$ cat src/rtl/uart_rx_core_pkg.sv
// Shared UART definitions: rate codes, receiver FSM encoding and
// clock-derived baud divisors used by both the receive and transmit sides.
package uart_rx_core_pkg;

  localparam logic [1:0] BAUD_9600   = 2'b00;
  localparam logic [1:0] BAUD_19200  = 2'b01;
  localparam logic [1:0] BAUD_38400  = 2'b10;
  localparam logic [1:0] BAUD_115200 = 2'b11;

  typedef enum logic [1:0] {
    ST_IDLE  = 2'd0,
    ST_START = 2'd1,
    ST_DATA  = 2'd2,
    ST_STOP  = 2'd3
  } uart_state_t;

  // Clocks per bit, rounded down; callers pass a constant clk_hz so this folds.
  function automatic int unsigned baud_div(input logic [1:0] rate, input int unsigned clk_hz);
    int unsigned hz;
    case (rate)
      BAUD_9600:  hz = 9600;
      BAUD_19200: hz = 19200;
      BAUD_38400: hz = 38400;
      default:    hz = 115200;
    endcase
    return clk_hz / hz;
  endfunction

  function automatic int unsigned baud_half(input logic [1:0] rate, input int unsigned clk_hz);
    return baud_div(rate, clk_hz) / 2;
  endfunction

endpackage

$ cat src/rtl/uart_sync_2ff.sv
// Two-flop synchroniser for an asynchronous single-bit input; both flops
// reset to RST_VAL so an idle-high line stays quiet through reset.
module uart_sync_2ff #(
  parameter logic RST_VAL = 1'b1
) (
  input  logic clk,
  input  logic reset_n,
  input  logic d,
  output logic q
);

  logic meta;

  always_ff @(posedge clk or negedge reset_n) begin
    if (!reset_n) begin
      meta <= RST_VAL;
      q    <= RST_VAL;
    end else begin
      meta <= d;
      q    <= meta;
    end
  end

endmodule

$ cat src/rtl/uart_rx_core.sv
// 8N1 UART receiver with run-time rate select: start-bit validation at
// half period, mid-bit sampling, one-cycle byte and framing-error strobes.
module uart_rx_core
  import uart_rx_core_pkg::*;
#(
  parameter int unsigned CLK_HZ = 50_000_000,
  parameter int unsigned CNT_W  = 13
) (
  input  logic       clk,
  input  logic       reset_n,
  input  logic       rxd,
  input  logic [1:0] baud_rate,
  output logic [7:0] rx_data,
  output logic       rx_valid,
  output logic       rx_frame_err,
  output logic       rx_busy
);

  logic             rxd_s;
  logic             rxd_prev;
  uart_state_t      state;
  uart_state_t      state_next;
  logic [CNT_W-1:0] cnt;
  logic [CNT_W-1:0] div_lat;
  logic [CNT_W-1:0] half_lat;
  logic [CNT_W-1:0] div_tab  [4];
  logic [CNT_W-1:0] half_tab [4];
  logic [2:0]       bit_idx;
  logic [7:0]       shreg;
  logic             start_det;
  logic             half_hit;
  logic             full_hit;
  logic             ld_start;
  logic             shift_en;
  logic             done_ok;
  logic             done_err;
  logic             cnt_clr;

  uart_sync_2ff #(.RST_VAL(1'b1)) u_sync (
    .clk     (clk),
    .reset_n (reset_n),
    .d       (rxd),
    .q       (rxd_s)
  );

  for (genvar gi = 0; gi < 4; gi++) begin : g_div
    assign div_tab[gi]  = CNT_W'(baud_div(2'(gi), CLK_HZ));
    assign half_tab[gi] = CNT_W'(baud_half(2'(gi), CLK_HZ));
  end

  always_ff @(posedge clk or negedge reset_n) begin
    if (!reset_n) rxd_prev <= 1'b1;
    else          rxd_prev <= rxd_s;
  end

  // Equality compares only: a freshly latched smaller divisor can never be overrun.
  assign start_det = rxd_prev & ~rxd_s;
  assign half_hit  = (cnt == half_lat - CNT_W'(1));
  assign full_hit  = (cnt == div_lat - CNT_W'(1));

  always_ff @(posedge clk or negedge reset_n) begin
    if (!reset_n) state <= ST_IDLE;
    else          state <= state_next;
  end

  always_comb begin
    state_next = state;
    case (state)
      ST_IDLE:  if (start_det) state_next = ST_START;
      ST_START: if (half_hit) state_next = rxd_s ? ST_IDLE : ST_DATA;
      ST_DATA:  if (full_hit && bit_idx == 3'd7) state_next = ST_STOP;
      ST_STOP:  if (full_hit) state_next = ST_IDLE;
      default:  state_next = ST_IDLE;
    endcase
  end

  always_comb begin
    ld_start = 1'b0;
    shift_en = 1'b0;
    done_ok  = 1'b0;
    done_err = 1'b0;
    cnt_clr  = 1'b1;
    rx_busy  = 1'b1;
    case (state)
      ST_IDLE: begin
        rx_busy  = 1'b0;
        ld_start = start_det;
      end
      ST_START: cnt_clr = half_hit;
      ST_DATA: begin
        shift_en = full_hit;
        cnt_clr  = full_hit;
      end
      ST_STOP: begin
        cnt_clr  = full_hit;
        done_ok  = full_hit & rxd_s;
        done_err = full_hit & ~rxd_s;
      end
      default: rx_busy = 1'b0;
    endcase
  end

  always_ff @(posedge clk or negedge reset_n) begin
    if (!reset_n) begin
      cnt          <= '0;
      div_lat      <= '0;
      half_lat     <= '0;
      bit_idx      <= '0;
      shreg        <= '0;
      rx_data      <= '0;
      rx_valid     <= 1'b0;
      rx_frame_err <= 1'b0;
    end else begin
      rx_valid     <= done_ok;
      rx_frame_err <= done_err;
      cnt          <= cnt_clr ? '0 : cnt + CNT_W'(1);
      // Rate is frozen per frame so a mid-frame baud_rate change waits for the next start.
      if (ld_start) begin
        div_lat  <= div_tab[baud_rate];
        half_lat <= half_tab[baud_rate];
      end
      if (state == ST_START) bit_idx <= '0;
      else if (shift_en)     bit_idx <= bit_idx + 3'd1;
      if (shift_en) shreg <= {rxd_s, shreg[7:1]};
      if (done_ok)  rx_data <= shreg;
    end
  end

endmodule

$ cat config.mk
export PLATFORM = sky130hd
export DESIGN_NAME = uart_rx_core
export DESIGN_NICKNAME = d
export VERILOG_FILES = /design/src/rtl/uart_rx_core_pkg.sv /design/src/rtl/uart_sync_2ff.sv /design/src/rtl/uart_rx_core.sv
export SDC_FILE = /design/constraint.sdc
export NUM_CORES = 1
export LEC_CHECK = 0
export ABC_AREA = 1
export BUFFER_PORTS_ARGS = -buffer_cell sky130_fd_sc_hd__buf_2
export CORE_UTILIZATION = 62
export CTS_BUF_LIST = sky130_fd_sc_hd__clkbuf_4 sky130_fd_sc_hd__clkbuf_8
export CTS_CLUSTER_SIZE = 10
export DETAILED_ROUTE_END_ITERATION = 7
export MAX_ROUTING_LAYER = met4
export PLACE_DENSITY = 0.81
export SLEW_MARGIN = 20
export SYNTH_ARGS = -nofsm -noshare
export SYNTH_HDL_FRONTEND = slang
export SYNTH_SLANG_ARGS = --single-unit
$ cat constraint.sdc
create_clock -name clk -period 3.15 [get_ports clk]
set_input_delay 0.1575 -clock clk [delete_from_list [all_inputs] [get_ports clk]]
set_output_delay 0.1575 -clock clk [all_outputs]
set_load 0.01 [all_outputs]
==> results by group <==
Place
  – DP HPWL: 5040 microns
  – Routability cong.: 0.990
  – I/O Buffers: 15

GRT
  – Tot GR Track Use: 0.296
  – Largest net degree at the start of global routing: 49
  – Remaining Overflow, GRT: 0
  – Number of global-route vias before repair: 2403
  – Global-route wire length before repair: 11100 microns
  – Initial antenna violation count: 0

Routing
  – Initial DRC Count: 219
  – WL per Instance: 13.5 microns
  – Post-route ant nets: 0
  – Via count: 2620
  – DR vias/cell: 5.47
  – Routed wire length: 6460 microns
  – DR pass1 iterations: 7
  – DRC viols: 2

Power and ir drop
  – VDD IR-drop max: 518 uV
  – Pwr/cell area: 716 nW/um^2
  – Sw Ratio: 0.445
  – P_int: 1.29 mW
  – Leakage: 1.63 nW
  – Psw: 1.03 mW
  – Seq pwr share: 0.350
  – Clock network power share: 0.202
  – Combinational Power Share: 0.448

Clock network
  – Post-CTS sizing: 0
  – Sink Count: 48
  – Worst-path clk slew: 0.09 ns
  – CTS tree: yes
  – Clock latency on the worst-skew pair: 0.31 ns
  – CTS buffer count: 5
  – H-tree lvl count: 2
  – Maximum clock insertion buffer count: 2
  – Root buf cell: clkbuf_8

STA
  – Min Tclk post-route: 2.60 ns
  – Setup TNS: 0 ns
  – Fin Hold WS: 0.139 ns
  – Final setup fails: 0
  – Final Max Tran Viols: 0
  – Skew final: 0.00669 ns
  – Max-slew headroom: 0.609
  – Final hold vios: 0
  – Final period util: 0.826
  – RSZ-0062 raised after global routing: no
  – Max Clk Rate: 384 MHz
  – Measured slew at the worst slew-check pin: 0.587 ns

Floorplanning
  – Die X: 71.4 microns
  – I/O pin count: 16
  – Initial cell density of the core: 0.663
  – Core area: 4500 sq um
  – Die ar.: 5100 sq um
  – Core Rows: 24
  – Die height: 71.4 microns

Layout
  – Final design utilization: 0.718
  – Share of cells above drive strength 1: 0.155
  – Nets: 440
  – ANT cells: 0
  – Syn-to-layout area delta: 8.21%

Critical path
  – Slowest-stage cell, CP: dfrtp_1
  – CP most frequent cell: nand3_1
  – Worst path required time: 3.36 ns
  – Crit path max fanout: 19
  – Crit-path leading delay family: simple AND/OR/NAND/NOR gates
  – CP Capture Type: register
  – CP Launch Type: register
  – Worst EP arrival: 2.82 ns
  – CP bufs+invs: 1
  – Critical Setup Path Class: reg2reg
  – Slowest cell delay on critical path: 0.48 ns
  – Worst-path cell chain: inv_2, ha_1, nand2_2, nor2_2, nand3_1, nand3_1, nand4_1, nor3b_4, nand3b_4, o21ai_0

Synthesis
  – Synth warnings: 0
  – Ys flop type: dfrtp_1
  – Sequential fraction of the synthesis area: 0.403
  – Seq cells post-synth: 48
  – Post-synthesis cell count: 407
  – Commonest cells in the netlist: 119 x nand2_1, 53 x inv_1, 45 x dfrtp_1, 45 x nor2_1, 42 x nand3_1
  – Netlist Area Pre-Place: 2990 sq um
  – Yosys top cell area share: 0.377
  – Syn_nets: 421
  – Post-synthesis async set-or-reset flop share: 1.00
  – Count leader, synth: nand2_1
  – Yosys top cell by area: dfrtp_1
  – Yosys cell types: 29
  – Post-Syn Area per Cell: 7.34 sq um
  – Synth area leaders: dfrtp_1 38%, nand2_1 15%, nand3_1 7.0%
  – Number of flops mapped to enable cells by yosys: 0

Flow run
  – Max-Cap Viols: 0

Outcome
  – Violated checks: DRC
  – Outcome: finished with violations

Min path
  – HP Class: in2reg
[power by group through the flow]
stage | Combinational (mW) | Clock (mW) | Sequential, mW
global placement | 1.01 | 0 | 0.817
detailed placement | 1.02 | 0 | 0.819
floorplan | 0.833 | 0 | 0.784
finish | 1.04 | 0.468 | 0.810
global route | 1.18 | 0.501 | 0.821
CTS | 1.03 | 0.478 | 0.807
[repair_timing]
action	CTS	global route
setup buffers	0	0
endpoints found under the hold margin	1	45
hold buffers	1	1
[placed cells by master (no fill, tap or decap), drive strengths merged]
cell type / Yosys / layout
nand2: 124 / 124
inv: 57 / 57
nor2: 54 / 54
nand3: 48 / 48
dfrtp: 45 / 45
o21ai: 29 / 29
buf: 4 / 16
nor3: 11 / 11
ha: 9 / 9
nand4: 6 / 6
clkbuf: 2 / 6
a21oi: 4 / 4
xor2: 3 / 3
dfstp: 3 / 3
xnor2: 2 / 2
dlygate4sd3: 0 / 2
nor3b: 2 / 2
o22ai: 1 / 1
nor4: 1 / 1
nand3b: 1 / 1
o21bai: 1 / 1
bufinv: 0 / 1
clkinv: 0 / 1
[state kept, by name (all words and copies together) (netlist names), 3 cells and up, named ones only]
register	count
half_lat	9
rx_data	8
shreg	8
bit_idx	3
cnt	13
[metal layers]
| layer | global-route usage | share of wire | vias up |
|---|---|---|---|
| met5 | - | 0 | - |
| met4 | 0.0733 | 0.017 | 0 |
| met3 | 0.0520 | 0.061 | 9 |
| met2 | 0.455 | 0.45 | 59 |
| met1 | 0.408 | 0.47 | 1228 |
| li1 | - | - | 1324 |
[tightest hold or removal path, stage by stage]
cell and delay [ns]:
buf_2 0.13, nand2_1 0.06, o21ai_0 0.06
[final timing paths]
kind / from / endpoint / depth (start not counted) / slack [ns]
max in group asynchronous: reset_n / shreg[6]$_DFFE_PN0P_ / 2 / 2.36
hold reg to reg: u_sync.meta$_DFF_PN1_ / u_sync.q$_DFF_PN1_ / 0 / 0.36
hold / removal: baud_rate[0] / half_lat[4]$_DFFE_PN0P_ / 3 / 0.14
setup / recovery: half_lat[7]$_DFFE_PN0P_ / shreg[0]$_DFFE_PN0P_ / 10 / 0.55
min in group asynchronous: reset_n / shreg[1]$_DFFE_PN0P_ / 2 / 0.40
setup reg to reg: half_lat[7]$_DFFE_PN0P_ / shreg[0]$_DFFE_PN0P_ / 10 / 0.55
[final cells by class]
| cell class | instances | area [sq um] |
|---|---|---|
| clock buffers | 6 | 82.6 |
| clock inverters | 2 | 38.8 |
| fillers | 381 | 1270 |
| inverters | 57 | 214 |
| multi-input cells | 296 | 1520 |
| flip-flops and latches | 48 | 1200 |
| well taps | 52 | 65.1 |
| repair buffers | 18 | 105 |
[cells by family after synthesis]
group | count (synthesis) | synth area share
simple gates | 247 | 0.382
buf+inv | 63 | 0.0871
flops | 48 | 0.403
compound gates | 35 | 0.0750
fa+ha+maj | 9 | 0.0377
xor+xnor | 5 | 0.0147
[metrics by stage]
stage | setup WS, ns | cells | instance area, sq um | power [mW]
floorplan | 0.913 | 407 | 2990 | 1.62
global placement | 0.669 | 469 | 3090 | 1.83
detailed placement | 0.562 | 469 | 3090 | 1.84
finish | 0.547 | 479 | 3230 | 2.31
CTS | 0.522 | 478 | 3220 | 2.31
global route | 0.255 | 479 | 3230 | 2.51
Power figures use the tool's default switching activity.
